### src/rtl/ddco_pkg.sv
// Shared definitions for the DDCO arithmetic set: FSM state encoding and default width.
package ddco_pkg;

  localparam logic [1:0] S_IDLE = 2'd0;
  localparam logic [1:0] S_RUN  = 2'd1;
  localparam logic [1:0] S_DONE = 2'd2;

  localparam int DEFAULT_WIDTH = 4;

  typedef enum logic [1:0] {
    ST_IDLE = S_IDLE,
    ST_RUN  = S_RUN,
    ST_DONE = S_DONE
  } state_t;

endpackage

### src/rtl/serial_adder_4bit_if.sv
// Request/result bundle between a requester (master) and the serial adder (slave).
interface serial_adder_4bit_if
  import ddco_pkg::*;
#(
  parameter int WIDTH = DEFAULT_WIDTH
) ();

  logic             start;
  logic [WIDTH-1:0] A;
  logic [WIDTH-1:0] B;
  logic             Cin;
  logic             busy;
  logic             done;
  logic [WIDTH-1:0] Sum;
  logic             Cout;

  modport master (
    output start, A, B, Cin,
    input  busy, done, Sum, Cout
  );

  modport slave (
    input  start, A, B, Cin,
    output busy, done, Sum, Cout
  );

endinterface

### src/rtl/serial_adder_4bit_full_adder_cell.sv
// Combinational 1-bit full adder; the only arithmetic element of the serial datapath.
module full_adder_cell (
  input  logic a,
  input  logic b,
  input  logic cin,
  output logic s,
  output logic cout
);

  assign s    = a ^ b ^ cin;
  assign cout = (a & b) | (a & cin) | (b & cin);

endmodule

### src/rtl/serial_adder_4bit.sv
// Bit-serial adder: captures A/B/Cin on start, adds LSB-first through one full-adder cell,
// and presents {Cout,Sum} = A + B + Cin with a one-cycle done pulse.
//
// state | meaning
// IDLE  | waiting for start; operands captured on acceptance
// RUN   | one sum bit per clock, WIDTH clocks
// DONE  | done pulse for one cycle, result registered
module serial_adder_4bit
  import ddco_pkg::*;
#(
  parameter int WIDTH = DEFAULT_WIDTH
) (
  input  logic                clk,
  input  logic                rst,
  serial_adder_4bit_if.slave  bus
);

  localparam int             CW       = (WIDTH > 1) ? $clog2(WIDTH) : 1;
  localparam logic [CW-1:0]  LAST_CNT = CW'(WIDTH - 1);

  state_t           state_q, state_d;
  logic [WIDTH-1:0] a_sr_q, a_sr_d;
  logic [WIDTH-1:0] b_sr_q, b_sr_d;
  logic [WIDTH-1:0] sum_sr_q, sum_sr_d;
  logic [WIDTH-1:0] sum_q, sum_d;
  logic [CW-1:0]    cnt_q, cnt_d;
  logic             carry_q, carry_d;
  logic             cout_q, cout_d;
  logic             busy_q, busy_d;
  logic             done_q, done_d;

  logic             fa_s;
  logic             fa_cout;

  full_adder_cell u_fa (
    .a    (a_sr_q[0]),
    .b    (b_sr_q[0]),
    .cin  (carry_q),
    .s    (fa_s),
    .cout (fa_cout)
  );

  always_comb begin
    state_d  = state_q;
    a_sr_d   = a_sr_q;
    b_sr_d   = b_sr_q;
    sum_sr_d = sum_sr_q;
    sum_d    = sum_q;
    cnt_d    = cnt_q;
    carry_d  = carry_q;
    cout_d   = cout_q;

    case (state_q)
      ST_RUN: begin
        carry_d  = fa_cout;
        sum_sr_d = {fa_s, sum_sr_q[WIDTH-1:1]};
        a_sr_d   = a_sr_q >> 1;
        b_sr_d   = b_sr_q >> 1;
        cnt_d    = cnt_q + 1'b1;
        // The last RUN edge both computes the MSB and publishes the result.
        if (cnt_q == LAST_CNT) begin
          state_d = ST_DONE;
          sum_d   = {fa_s, sum_sr_q[WIDTH-1:1]};
          cout_d  = fa_cout;
        end
      end
      ST_DONE: begin
        state_d = ST_IDLE;
      end
      default: begin
        // Also covers the unused encoding 2'd3, which behaves as IDLE.
        state_d = ST_IDLE;
        if (bus.start) begin
          state_d  = ST_RUN;
          a_sr_d   = bus.A;
          b_sr_d   = bus.B;
          carry_d  = bus.Cin;
          cnt_d    = '0;
          sum_sr_d = '0;
        end
      end
    endcase

    busy_d = (state_d != ST_IDLE);
    done_d = (state_d == ST_DONE);
  end

  always_ff @(posedge clk) begin
    if (rst) begin
      state_q  <= ST_IDLE;
      a_sr_q   <= '0;
      b_sr_q   <= '0;
      sum_sr_q <= '0;
      sum_q    <= '0;
      cnt_q    <= '0;
      carry_q  <= 1'b0;
      cout_q   <= 1'b0;
      busy_q   <= 1'b0;
      done_q   <= 1'b0;
    end else begin
      state_q  <= state_d;
      a_sr_q   <= a_sr_d;
      b_sr_q   <= b_sr_d;
      sum_sr_q <= sum_sr_d;
      sum_q    <= sum_d;
      cnt_q    <= cnt_d;
      carry_q  <= carry_d;
      cout_q   <= cout_d;
      busy_q   <= busy_d;
      done_q   <= done_d;
    end
  end

  assign bus.busy = busy_q;
  assign bus.done = done_q;
  assign bus.Sum  = sum_q;
  assign bus.Cout = cout_q;

endmodule

### src/flat_wrapper.sv
// flat-port wrapper written by rule: the top's interface ports become plain ports
module serial_adder_4bit_flat import ddco_pkg::*;
#(
  parameter int WIDTH = DEFAULT_WIDTH
)
  (clk, rst, bus_start, bus_A, bus_B, bus_Cin, bus_busy, bus_done, bus_Sum, bus_Cout);
  serial_adder_4bit_if #(.WIDTH(WIDTH)) bus_i ();
  input  logic clk;
  input  logic rst;
  input wire logic [$bits(bus_i.start)-1:0] bus_start;
  input wire logic [$bits(bus_i.A)-1:0] bus_A;
  input wire logic [$bits(bus_i.B)-1:0] bus_B;
  input wire logic [$bits(bus_i.Cin)-1:0] bus_Cin;
  output wire logic [$bits(bus_i.busy)-1:0] bus_busy;
  output wire logic [$bits(bus_i.done)-1:0] bus_done;
  output wire logic [$bits(bus_i.Sum)-1:0] bus_Sum;
  output wire logic [$bits(bus_i.Cout)-1:0] bus_Cout;
  assign bus_i.start = bus_start;
  assign bus_i.A = bus_A;
  assign bus_i.B = bus_B;
  assign bus_i.Cin = bus_Cin;
  assign bus_busy = bus_i.busy;
  assign bus_done = bus_i.done;
  assign bus_Sum = bus_i.Sum;
  assign bus_Cout = bus_i.Cout;
  serial_adder_4bit #(.WIDTH(WIDTH)) u_core (.clk(clk), .rst(rst), .bus(bus_i));
endmodule
### config.mk
export PLATFORM = sky130hd
export DESIGN_NAME = serial_adder_4bit_flat
export DESIGN_NICKNAME = d
export VERILOG_FILES = /design/src/rtl/ddco_pkg.sv /design/src/rtl/serial_adder_4bit_if.sv /design/src/rtl/serial_adder_4bit_full_adder_cell.sv /design/src/rtl/serial_adder_4bit.sv /design/src/flat_wrapper.sv
export SDC_FILE = /design/constraint.sdc
export NUM_CORES = 1
export LEC_CHECK = 0
export CAP_MARGIN = 20
export CORE_MARGIN = 10
export CORE_UTILIZATION = 57
export CTS_BUF_LIST = sky130_fd_sc_hd__clkbuf_8
export CTS_CLUSTER_DIAMETER = 60
export DETAILED_ROUTE_END_ITERATION = 6
export HOLD_SLACK_MARGIN = 0.1
export PLACE_DENSITY = 0.86
export SETUP_SLACK_MARGIN = 0.15
export SYNTH_ARGS = -nofsm -noshare
export SYNTH_HDL_FRONTEND = slang
export SYNTH_SLANG_ARGS = --single-unit
### constraint.sdc
create_clock -name clk -period 4.16 [get_ports clk]
set_clock_uncertainty 0.15 [all_clocks]
set_input_delay 0.832 -clock clk [delete_from_list [all_inputs] [get_ports clk]]
set_output_delay 0.832 -clock clk [all_outputs]
set_load 0.01 [all_outputs]
==> run metrics, run 1 <==
Num CTS Buffers 3; Max Buffers Root-to-Sink 2; Post-Synth XOR/XNOR Area 0%; highest clock rate 429.3 MHz; pin count of the biggest net entering global routing 23; Cells after Synth 100; CP Capture Type register; outcome completed; Yosys reg bits 23; fin crit period 2.329 ns; clock root cell clkbuf_8; Max Slew Vio Count 0; Die Width 62.06 um; worst reg2reg setup slack 2.15 ns; count of buffers from port buffering 18; WL final 1926 um; top-count cell post-synth dfxtp_1; Pleak 0.4541 nW; Avg Cell Area, Syn 10.08 um^2; Compound-Gate Fraction of Synth Area 20.84%; worst skew pair latency 0.26 ns; Routability Congestion 0.7061; # IOs 19; min-delay worst type register to register; die height 62.06 um; Yosys cell types 24; setup bufs post-CTS 0; post-detailed-route count of antenna-violating nets 0; Worst Max-Slew Pin Slew 0.9171 ns; dominant cells by area after synthesis dfxtp_1 (46%), a211oi_2 (8.7%), mux2i_1 (7.9%); Post-Syn Area 1008 um^2; CTS sink count 23; slew margin rel. 38.67%; vias post-DR 754; Yosys top cell area share 45.66%; dpl hpwl 1399 um; CTS tree yes; Core ar. 1708 um^2; vias in the first global route 748; max cap viols 0; RSZ-0062 raised after global routing no; cell taking the most area after synthesis dfxtp_1; 1st-iter DRT viols 15; Post-synth top flop dfxtp_1; multi-input combinational cell area 488.0 um^2; YS warnings 0; Die ar. 3851 um^2; PostCTS Resize Cnt 0; first-pass GRT wire length 3236 um; Critical Path AT 2.29 ns; WL per Instance 13.66 um; Reg area 460.4 um^2; VDD IR max 0.2242 mV; initial core utilization 59.05%; CP required 4.12 ns; GR Overflow Total 0; Setup Viol. Count Final 0; Syn Nets 116; CP Max Fanout 22; GR Util All Layers 11.08%; PwrDens 346.2 nW/um^2; post-synthesis mux area share 7.940%; most instantiated cells after synthesis dfxtp_1 (23), nor2_1 (13), mux2i_1 (8); Final Cycle Share 55.99%; post-synthesis adder-cell area fraction 5.707%; Final Total Pwr 0.4224 mW; antenna diode count 0; Vias/cell 5.348; Filler cells 131; Final Hold Vio Count 0; H-tree lvl count 1; Post-Synth Simple-Gate Area 13.90%; nature of the critical path startpoint primary input; final setup TNS 0 ns; largest family of logic cells by synthesized area compound AO/OA/AOI/OAI gates; Seq/Total Area, Yosys 45.66%; # DRC 0; initial antenna violation count 0; Synth async-reset ratio 0%; CTS Hold Bufs 0; Reg clk slew, reported paths 0.08 ns; Post-layout nets 133; critical path type primary input to register; number of enable flip-flop cells after synthesis 0; share of cells above drive strength 1 12.93%; Std-Cell Rows 15; detailed-router iteration count before antenna repair 4; area grow syn2layout 20.97%
## routing by layer
metal	up-vias	track usage (%)	wire length, um
met2	13	18.71	981
met3	4	2.642	75
met4	0	4.777	26
met1	355	12.99	842
met5	-	0	0
li1	382	-	-
## power by group
group          internal (mW)  total, mW  switching (mW)
clock                 0.0657      0.131          0.0656
combinational         0.0279     0.0555          0.0276
sequential             0.229      0.236         0.00612
## cells by family after synthesis
kind of cell    after synthesis
compound gates               24
fa+ha+maj                     4
buf+inv                      10
flops                        23
mux                           8
simple gates                 31
## registers in the layout, summed over array words and instances (netlist names)
name,count
u_core.a_sr_q,4
u_core.b_sr_q,4
u_core.bus.Sum,4
u_core.sum_sr_q,3
u_core.cnt_q,2
u_core.state_q,2
u_core.bus.Cout,1
u_core.bus.busy,1
u_core.bus.done,1
u_core.carry_q,1
## worst max-delay path, stage by stage
cell and delay, ns:
clkdlybuf4s50_1 1.07, inv_1 0.09, o211ai_1 0.17, o21ai_0 0.12
## per-stage QoR
stage | hold WS [ns] | cell area [um^2] | setup slack [ns] | utilization [%] | instances
CTS | 0.3180 | 1220 | 1.833 | 71.43 | 141
floorplan | 0.2940 | 1008 | 2.570 | - | 100
detailed placement | 0.3006 | 1175 | 1.568 | 68.79 | 137
global placement | 0.2995 | 1175 | 1.613 | 68.79 | 137
global route | 0.3395 | 1220 | 1.694 | 71.43 | 141
finish | 0.3183 | 1220 | 1.831 | 71.43 | 141
## path summary, 6_finish.rpt
check	start	to	depth (start not counted)
min	u_core.bus.Sum[3]	u_core.bus.Sum[3]	2
min reg2reg	u_core.bus.Sum[3]	u_core.bus.Sum[3]	2
max reg2reg	u_core.state_q[0]	u_core.b_sr_q[3]	4
max	rst	u_core.bus.busy	4
## cell type report
class                           count  share of cell area, %
Multi-Input combinational cell     67                  40.00
Clock inverter                      1                 0.3077
Tap cell                           25                  2.564
Timing Repair Buffer               18                  14.77
Sequential cell                    23                  37.74
Inverter                            4                  1.231
Clock buffer                        3                  3.385
## placed cells by master (no fill, tap or decap)
master,n
nand3b_1,1
o21a_1,1
dfxtp_1,23
inv_1,5
nand2_1,7
nor2_1,13
a211oi_2,7
clkdlybuf4s50_1,18
o21ai_0,2
nor2_2,3
nor3b_1,1
o21bai_2,1
ha_1,3
nor2b_1,1
a22oi_1,6
nand3_1,5
o21ba_4,1
fa_1,1
o211ai_1,1
a21oi_1,5
mux2i_1,8
clkbuf_8,3
(Power assumes the default switching activity.)
==> inputs of run 2 (changes only) <==
--- a/config.mk
+++ b/config.mk
@@ -7,12 +7,12 @@
 export LEC_CHECK = 0
 export CAP_MARGIN = 20
 export CORE_MARGIN = 10
-export CORE_UTILIZATION = 57
+export CORE_UTILIZATION = 52
 export CTS_BUF_LIST = sky130_fd_sc_hd__clkbuf_8
 export CTS_CLUSTER_DIAMETER = 60
 export DETAILED_ROUTE_END_ITERATION = 6
 export HOLD_SLACK_MARGIN = 0.1
-export PLACE_DENSITY = 0.86
+export PLACE_DENSITY = 0.8
 export SETUP_SLACK_MARGIN = 0.15
 export SYNTH_ARGS = -nofsm -noshare
 export SYNTH_HDL_FRONTEND = slang
==> constraint.sdc (replaced) <==
create_clock -name clk -period 2.3 [get_ports clk]
set_clock_uncertainty 0.15 [all_clocks]
set_input_delay 0.46 -clock clk [delete_from_list [all_inputs] [get_ports clk]]
set_output_delay 0.46 -clock clk [all_outputs]
set_load 0.01 [all_outputs]
==> run 2 against run 1 <==
Critical path depth down 3. Via count down 2.1%. Largest power group unchanged. Flip-flop and latch count unchanged. Register-to-register slack worse by 1.6 ns. Power up 84%. Largest cell class unchanged. Non-clock buffer count up 3. Worst setup slack worse by 1.3 ns. Combinational power up 86%. Critical endpoint is now bus_Cout.
==> run metrics, run 2 (synthesis results as in run 1) <==
initial core utilization 56.56% (was 59.05%); Die ar. 4101 um^2 (was 3851 um^2); Final Cycle Share 77.23%; slew margin rel. 62.73% (was 38.67%); post-detailed-route count of antenna-violating nets 0 (unchanged); Final Total Pwr 0.7756 mW (was 0.4224 mW); initial antenna violation count 0 (unchanged); vias post-DR 738 (was 754); Reg2Reg Depth 5 (was 4); vias in the first global route 766 (was 748); die height 64.04 um (was 62.06 um); WL per Instance 13.08 um (was 13.66 um); worst reg2reg setup slack 0.54 ns (was 2.15 ns); Core ar. 1783 um^2 (was 1708 um^2); final instance area 1244 um^2 (was 1220 um^2); Vias/cell 5.125 (was 5.348); WL met2 878 um (was 981 um); VDD IR max 0.3618 mV (was 0.2242 mV); # IOs 19 (unchanged); PostCTS Resize Cnt 0 (unchanged); Max Buffers Root-to-Sink 2 (unchanged); Setup Viol. Count Final 0 (unchanged); min-delay worst type register to register (unchanged); H-tree lvl count 1 (unchanged); Final Hold Vio Count 0 (unchanged); delay-heaviest family, CP buffers and inverters (unchanged); Num CTS Buffers 3 (unchanged); count of buffers from port buffering 18 (unchanged); GR Util All Layers 9.922% (was 11.08%); commonest non-fill, non-tap cell in the layout dfxtp_1 (unchanged); PwrDens 623.6 nW/um^2 (was 346.2 nW/um^2); CP required 1.69 ns (was 4.12 ns); CTS Hold Bufs 0 (unchanged); pin count of the biggest net entering global routing 15 (was 23); Max Slew Vio Count 0 (unchanged); Slowest Stage Delay on Critical Path 0.55 ns (was 1.07 ns); critical path type register to output port (was primary input to register); end of the worst register-to-register path u_core.a_sr_q[0] (was u_core.b_sr_q[3]); met1 wire length 929 um (was 842 um); DR WL met3 59 um (was 75 um); fin worst setup slack 0.5238 ns (was 1.831 ns); max cap viols 0 (unchanged); RR Startpoint u_core.state_q[1] (was u_core.state_q[0]); CP Cell Sequence clkdlybuf4s50_1 (was clkdlybuf4s50_1 > inv_1 > o211ai_1 > o21ai_0); nature of the critical path startpoint register (was primary input); min-delay src u_core.bus.Sum[1] (was u_core.bus.Sum[3]); Post-layout nets 136 (was 133); fin crit period 1.776 ns; CP Capture Type output port (was register); stages on the worst setup path 1 (was 4); Critical Path AT 1.17 ns (was 2.29 ns); hold slack final 0.3098 ns (was 0.3183 ns); Reg clk slew, reported paths 0.08 ns (about the same); CP max stage cell clkdlybuf4s50_1 (unchanged); antenna diode count 0 (unchanged); Std-Cell Rows 15 (unchanged); detailed-router iteration count before antenna repair 4 (unchanged); area grow syn2layout 23.32% (was 20.97%); final setup TNS 0 ns (unchanged); dpl hpwl 1473 um (was 1399 um); Routability Congestion 0.7783 (was 0.7061); top layer in use met4 (unchanged); 1st-iter DRT viols 12 (was 15); DP Area 1197 um^2 (was 1175 um^2); GR Overflow Total 0 (unchanged); clock root cell clkbuf_8 (unchanged); hold path depth 2 (unchanged); dpl ws 0.4752 ns (was 1.568 ns); worst skew pair latency 0.26 ns (about the same); CTS tree yes (unchanged); Pleak 0.4675 nW (was 0.4541 nW); CP bufs+invs 1 (was 2); WHS Endpoint u_core.bus.Sum[1] (was u_core.bus.Sum[3]); CP Max Fanout 2 (was 22); share of cells above drive strength 1 15.97% (was 12.93%); commonest cells after routing, fill and taps aside dfxtp_1 (23), clkdlybuf4s50_1 (18), nor2_1 (13) (unchanged); setup bufs post-CTS 0 (unchanged); RSZ-0062 raised after global routing no (unchanged); # DRC 0 (unchanged); highest clock rate 563.0 MHz; first-pass GRT wire length 3429 um (was 3236 um); outcome completed (unchanged); WL final 1883 um (was 1926 um); Worst Max-Slew Pin Slew 0.5590 ns (was 0.9171 ns); Die Width 64.04 um (was 62.06 um); CTS sink count 23 (unchanged)
==> run 2: worst max path at each step <==
stage	start	endpoint	slack, ns
after floorplan	u_core.state_q[1]	u_core.b_sr_q[1]	0.83
after global placement	bus_start	u_core.a_sr_q[0]	0.52
after detailed placement	bus_start	u_core.a_sr_q[1]	0.48
after CTS	u_core.bus.Cout	bus_Cout	0.51
after global routing	u_core.state_q[1]	u_core.a_sr_q[2]	0.36
final	u_core.bus.Cout	bus_Cout	0.52
==> run 2: cell type report <==
| class | count | area [um^2] |
|---|---|---|
| repair buffers | 21 | 202.7 |
| inverters | 4 | 15.01 |
| flip-flops and latches | 23 | 460.4 |
| fillers | 144 | 539.3 |
| clock inverters | 1 | 5.005 |
| multi-input cells | 67 | 488.0 |
| well taps | 25 | 31.28 |
| clock buffers | 3 | 41.29 |
==> run 2: through the flow <==
step                cells  util [%]
floorplan             100         -
global placement      140     67.16
detailed placement    140     67.16
CTS                   144     69.75
global route          144     69.75
finish                144     69.75
==> run 2: where the power goes <==
| part | internal [mW] | leakage (nW) | switching [mW] |
|---|---|---|---|
| Clock | 0.121 | 0.0255 | 0.126 |
| Sequential | 0.415 | 0.188 | 0.0108 |
| Combinational | 0.0534 | 0.254 | 0.0495 |
==> run 2: layer usage <==
layer	track usage, %	vias to the layer above
met1	12.42	337
met2	15.80	14
met4	3.279	0
li1	-	385
met5	0	-
met3	2.962	2
==> inputs of run 3 (changes only) <==
==> constraint.sdc (replaced) <==
create_clock -name clk -period 1.7 [get_ports clk]
set_clock_uncertainty 0.15 [all_clocks]
set_input_delay 0.34 -clock clk [delete_from_list [all_inputs] [get_ports clk]]
set_output_delay 0.34 -clock clk [all_outputs]
set_load 0.01 [all_outputs]
==> run 3 against run 2 <==
Sequential power up 36%. Largest cell class unchanged. Worst setup slack worse by 0.31 ns. Wire length up 11%. Via count up 6.5%. Register-to-register slack worse by 0.33 ns. Critical endpoint is now u_core.cnt_q[1]. Final cell count up 4.9%. Hold slack worse by 0.0011 ns. Highest routed layer unchanged. Non-clock buffer count up 7. Sequential share of layout area down 1.8 points. Power up 39%.
==> run metrics, run 3 (synthesis results as in run 1) <==
Max Slew Vio Count 0 (unchanged); CP required 1.71 ns (was 1.69 ns); first-pass GRT wire length 3891 um (was 3429 um); met3 GRT Util 2.787% (was 2.962%); Std-Cell Rows 15 (unchanged); Setup Viol. Count Final 0 (unchanged); sequential power share 53.6% (was 54.9%); Final Instance Count excl. Fillers 151 (was 144); WL final 2096 um (was 1883 um); initial core utilization 56.56% (unchanged); post-layout util 73.54% (was 69.75%); DP Area 1227 um^2 (was 1197 um^2); GR Overflow Total 0 (unchanged); Sw Ratio 24.58% (was 24.03%); # DRC 0 (unchanged); RSZ-0062 raised after global routing no (unchanged); # IOs 19 (unchanged); CP Capture Type register (was output port); max cap viols 0 (unchanged); commonest cells after routing, fill and taps aside dfxtp_1 (22), nor2_1 (13), clkdlybuf4s50_1 (11) (was dfxtp_1 (23), clkdlybuf4s50_1 (18), nor2_1 (13)); post-detailed-route count of antenna-violating nets 0 (unchanged); share of cells above drive strength 1 24.60% (was 15.97%); Final Cycle Share 87.42%; final instance area 1311 um^2 (was 1244 um^2); WL per Instance 13.88 um (was 13.08 um); Num CTS Buffers 3 (unchanged); Die ar. 4101 um^2 (unchanged); Critical Path AT 1.50 ns (was 1.17 ns); min-delay src u_core.bus.Sum[0] (was u_core.bus.Sum[1]); met1 Usage GRT 11.99% (was 12.42%); Reg clk slew, reported paths 0.08 ns (about the same); antenna diode count 0 (unchanged); 1st-iter DRT viols 13 (was 12); initial antenna violation count 0 (unchanged); CTS Hold Bufs 0 (unchanged); CP max stage cell dfxtp_2 (was clkdlybuf4s50_1); Worst setup startpoint u_core.state_q[0] (was u_core.bus.Cout); hold path depth 2 (unchanged); critical path type register to register (was register to output port); Reg2Reg Depth 6 (was 5); Top Usage Layer GRT met2 (unchanged); Comb power frac 15.0% (was 13.3%); Clk pwr share 31.3% (was 31.8%); CTS sink count 23 (unchanged); count of buffers from port buffering 18 (unchanged); Pleak 0.5370 nW (was 0.4675 nW); highest clock rate 672.9 MHz; final setup TNS 0 ns (unchanged); Slowest Stage Delay on Critical Path 0.38 ns (was 0.55 ns); Worst Max-Slew Pin Slew 0.2732 ns (was 0.5590 ns); commonest non-fill, non-tap cell in the layout dfxtp_1 (unchanged); CTS tree yes (unchanged); GR Layer Usage met2 20.77% (was 15.80%); worst skew pair latency 0.26 ns (about the same); CP Max Fanout 5 (was 2); RR Startpoint u_core.state_q[0] (was u_core.state_q[1]); area grow syn2layout 30.03% (was 23.32%); CP Cell Sequence inv_1 > ha_2 > o21bai_2 > buf_4 > a22oi_1 > nor2_1 (was clkdlybuf4s50_1); die height 64.04 um (unchanged); Post-layout nets 143 (was 136); PwrDens 821.3 nW/um^2 (was 623.6 nW/um^2); vias post-DR 786 (was 738); clock root cell clkbuf_8 (unchanged); Pint 0.8122 mW (was 0.5892 mW); nature of the critical path startpoint register (unchanged); H-tree lvl count 1 (unchanged); pin count of the biggest net entering global routing 14 (was 15); Routability Congestion 0.7722 (was 0.7783); vias in the first global route 915 (was 766); Vias/cell 5.205 (was 5.125); dpl hpwl 1644 um (was 1473 um); Core ar. 1783 um^2 (unchanged); Max Buffers Root-to-Sink 2 (unchanged); switching power 0.2647 mW (was 0.1864 mW); slew margin rel. 81.79% (was 62.73%); fin crit period 1.486 ns; min-delay worst type register to register (unchanged); outcome completed (unchanged); Final Hold Vio Count 0 (unchanged); detailed-router iteration count before antenna repair 4 (unchanged); Die Width 64.04 um (unchanged); VDD IR max 0.6115 mV (was 0.3618 mV); Final Total Pwr 1.077 mW (was 0.7756 mW); dpl cells 144 (was 140); GR Util All Layers 11.12% (was 9.922%)
run 3: cell count changes in the layout (fill, tap and decap cells not counted), sizes merged:
cell and change:
buf +7, clkdlybuf4s50 -7, dlygate4sd2 +7
run 3: area by class of cell:
type | instances | area [um^2]
clock inverters | 1 | 5.005
fillers | 140 | 471.7
clock buffers | 3 | 41.29
flip-flops and latches | 23 | 461.7
repair buffers | 28 | 246.5
well taps | 25 | 31.28
inverters | 4 | 15.01
multi-input cells | 67 | 510.5
run 3: through the flow:
step	worst slack, ns	hold slack [ns]
finish	0.2139	0.3087
CTS	0.1754	0.3121
detailed placement	-0.02313	0.3008
global placement	0.05029	0.2922
global route	0.1575	0.3209
floorplan	0.2300	0.2940
run 3: worst paths after layout:
kind	endpoint	slack [ns]
min reg2reg	u_core.bus.Sum[0]	0.31
max	u_core.cnt_q[1]	0.21
max reg2reg	u_core.cnt_q[1]	0.21
min	u_core.bus.Sum[0]	0.31
run 3: power groups by stage:
stage / combinational [mW] / sequential, mW / clock [mW]
global placement: 0.146 / 0.588 / 0
detailed placement: 0.153 / 0.589 / 0
CTS: 0.161 / 0.577 / 0.337
floorplan: 0.0990 / 0.587 / 0
global route: 0.179 / 0.581 / 0.361
finish: 0.162 / 0.578 / 0.337
run 3: timing repair:
| action | 4_1_cts | 5_1_grt |
|---|---|---|
| gates resized for setup | 8 | 5 |
| setup buffers | 3 | 0 |
| setup endpoints to repair | 15 | 10 |
| pin swaps | 1 | 0 |
run 3: layer usage:
| metal | vias to the layer above | routed length (um) | share of wire (%) |
|---|---|---|---|
| li1 | 397 | - | - |
| met1 | 375 | 952 | 45 |
| met2 | 12 | 1069 | 51 |
| met3 | 2 | 68 | 3.2 |
| met4 | 0 | 6 | 0.29 |
| met5 | - | 0 | 0 |
run 3: worst max-delay path: cells and delay by family (launching register included):
kind                     cells  cell delay [ns]
flip-flops                   1             0.38
AND/OR/NAND/NOR              1             0.05
AO/OA/AOI/OAI                2             0.38
adder cells (fa/ha/maj)      1             0.21
buffers and inverters        2             0.22
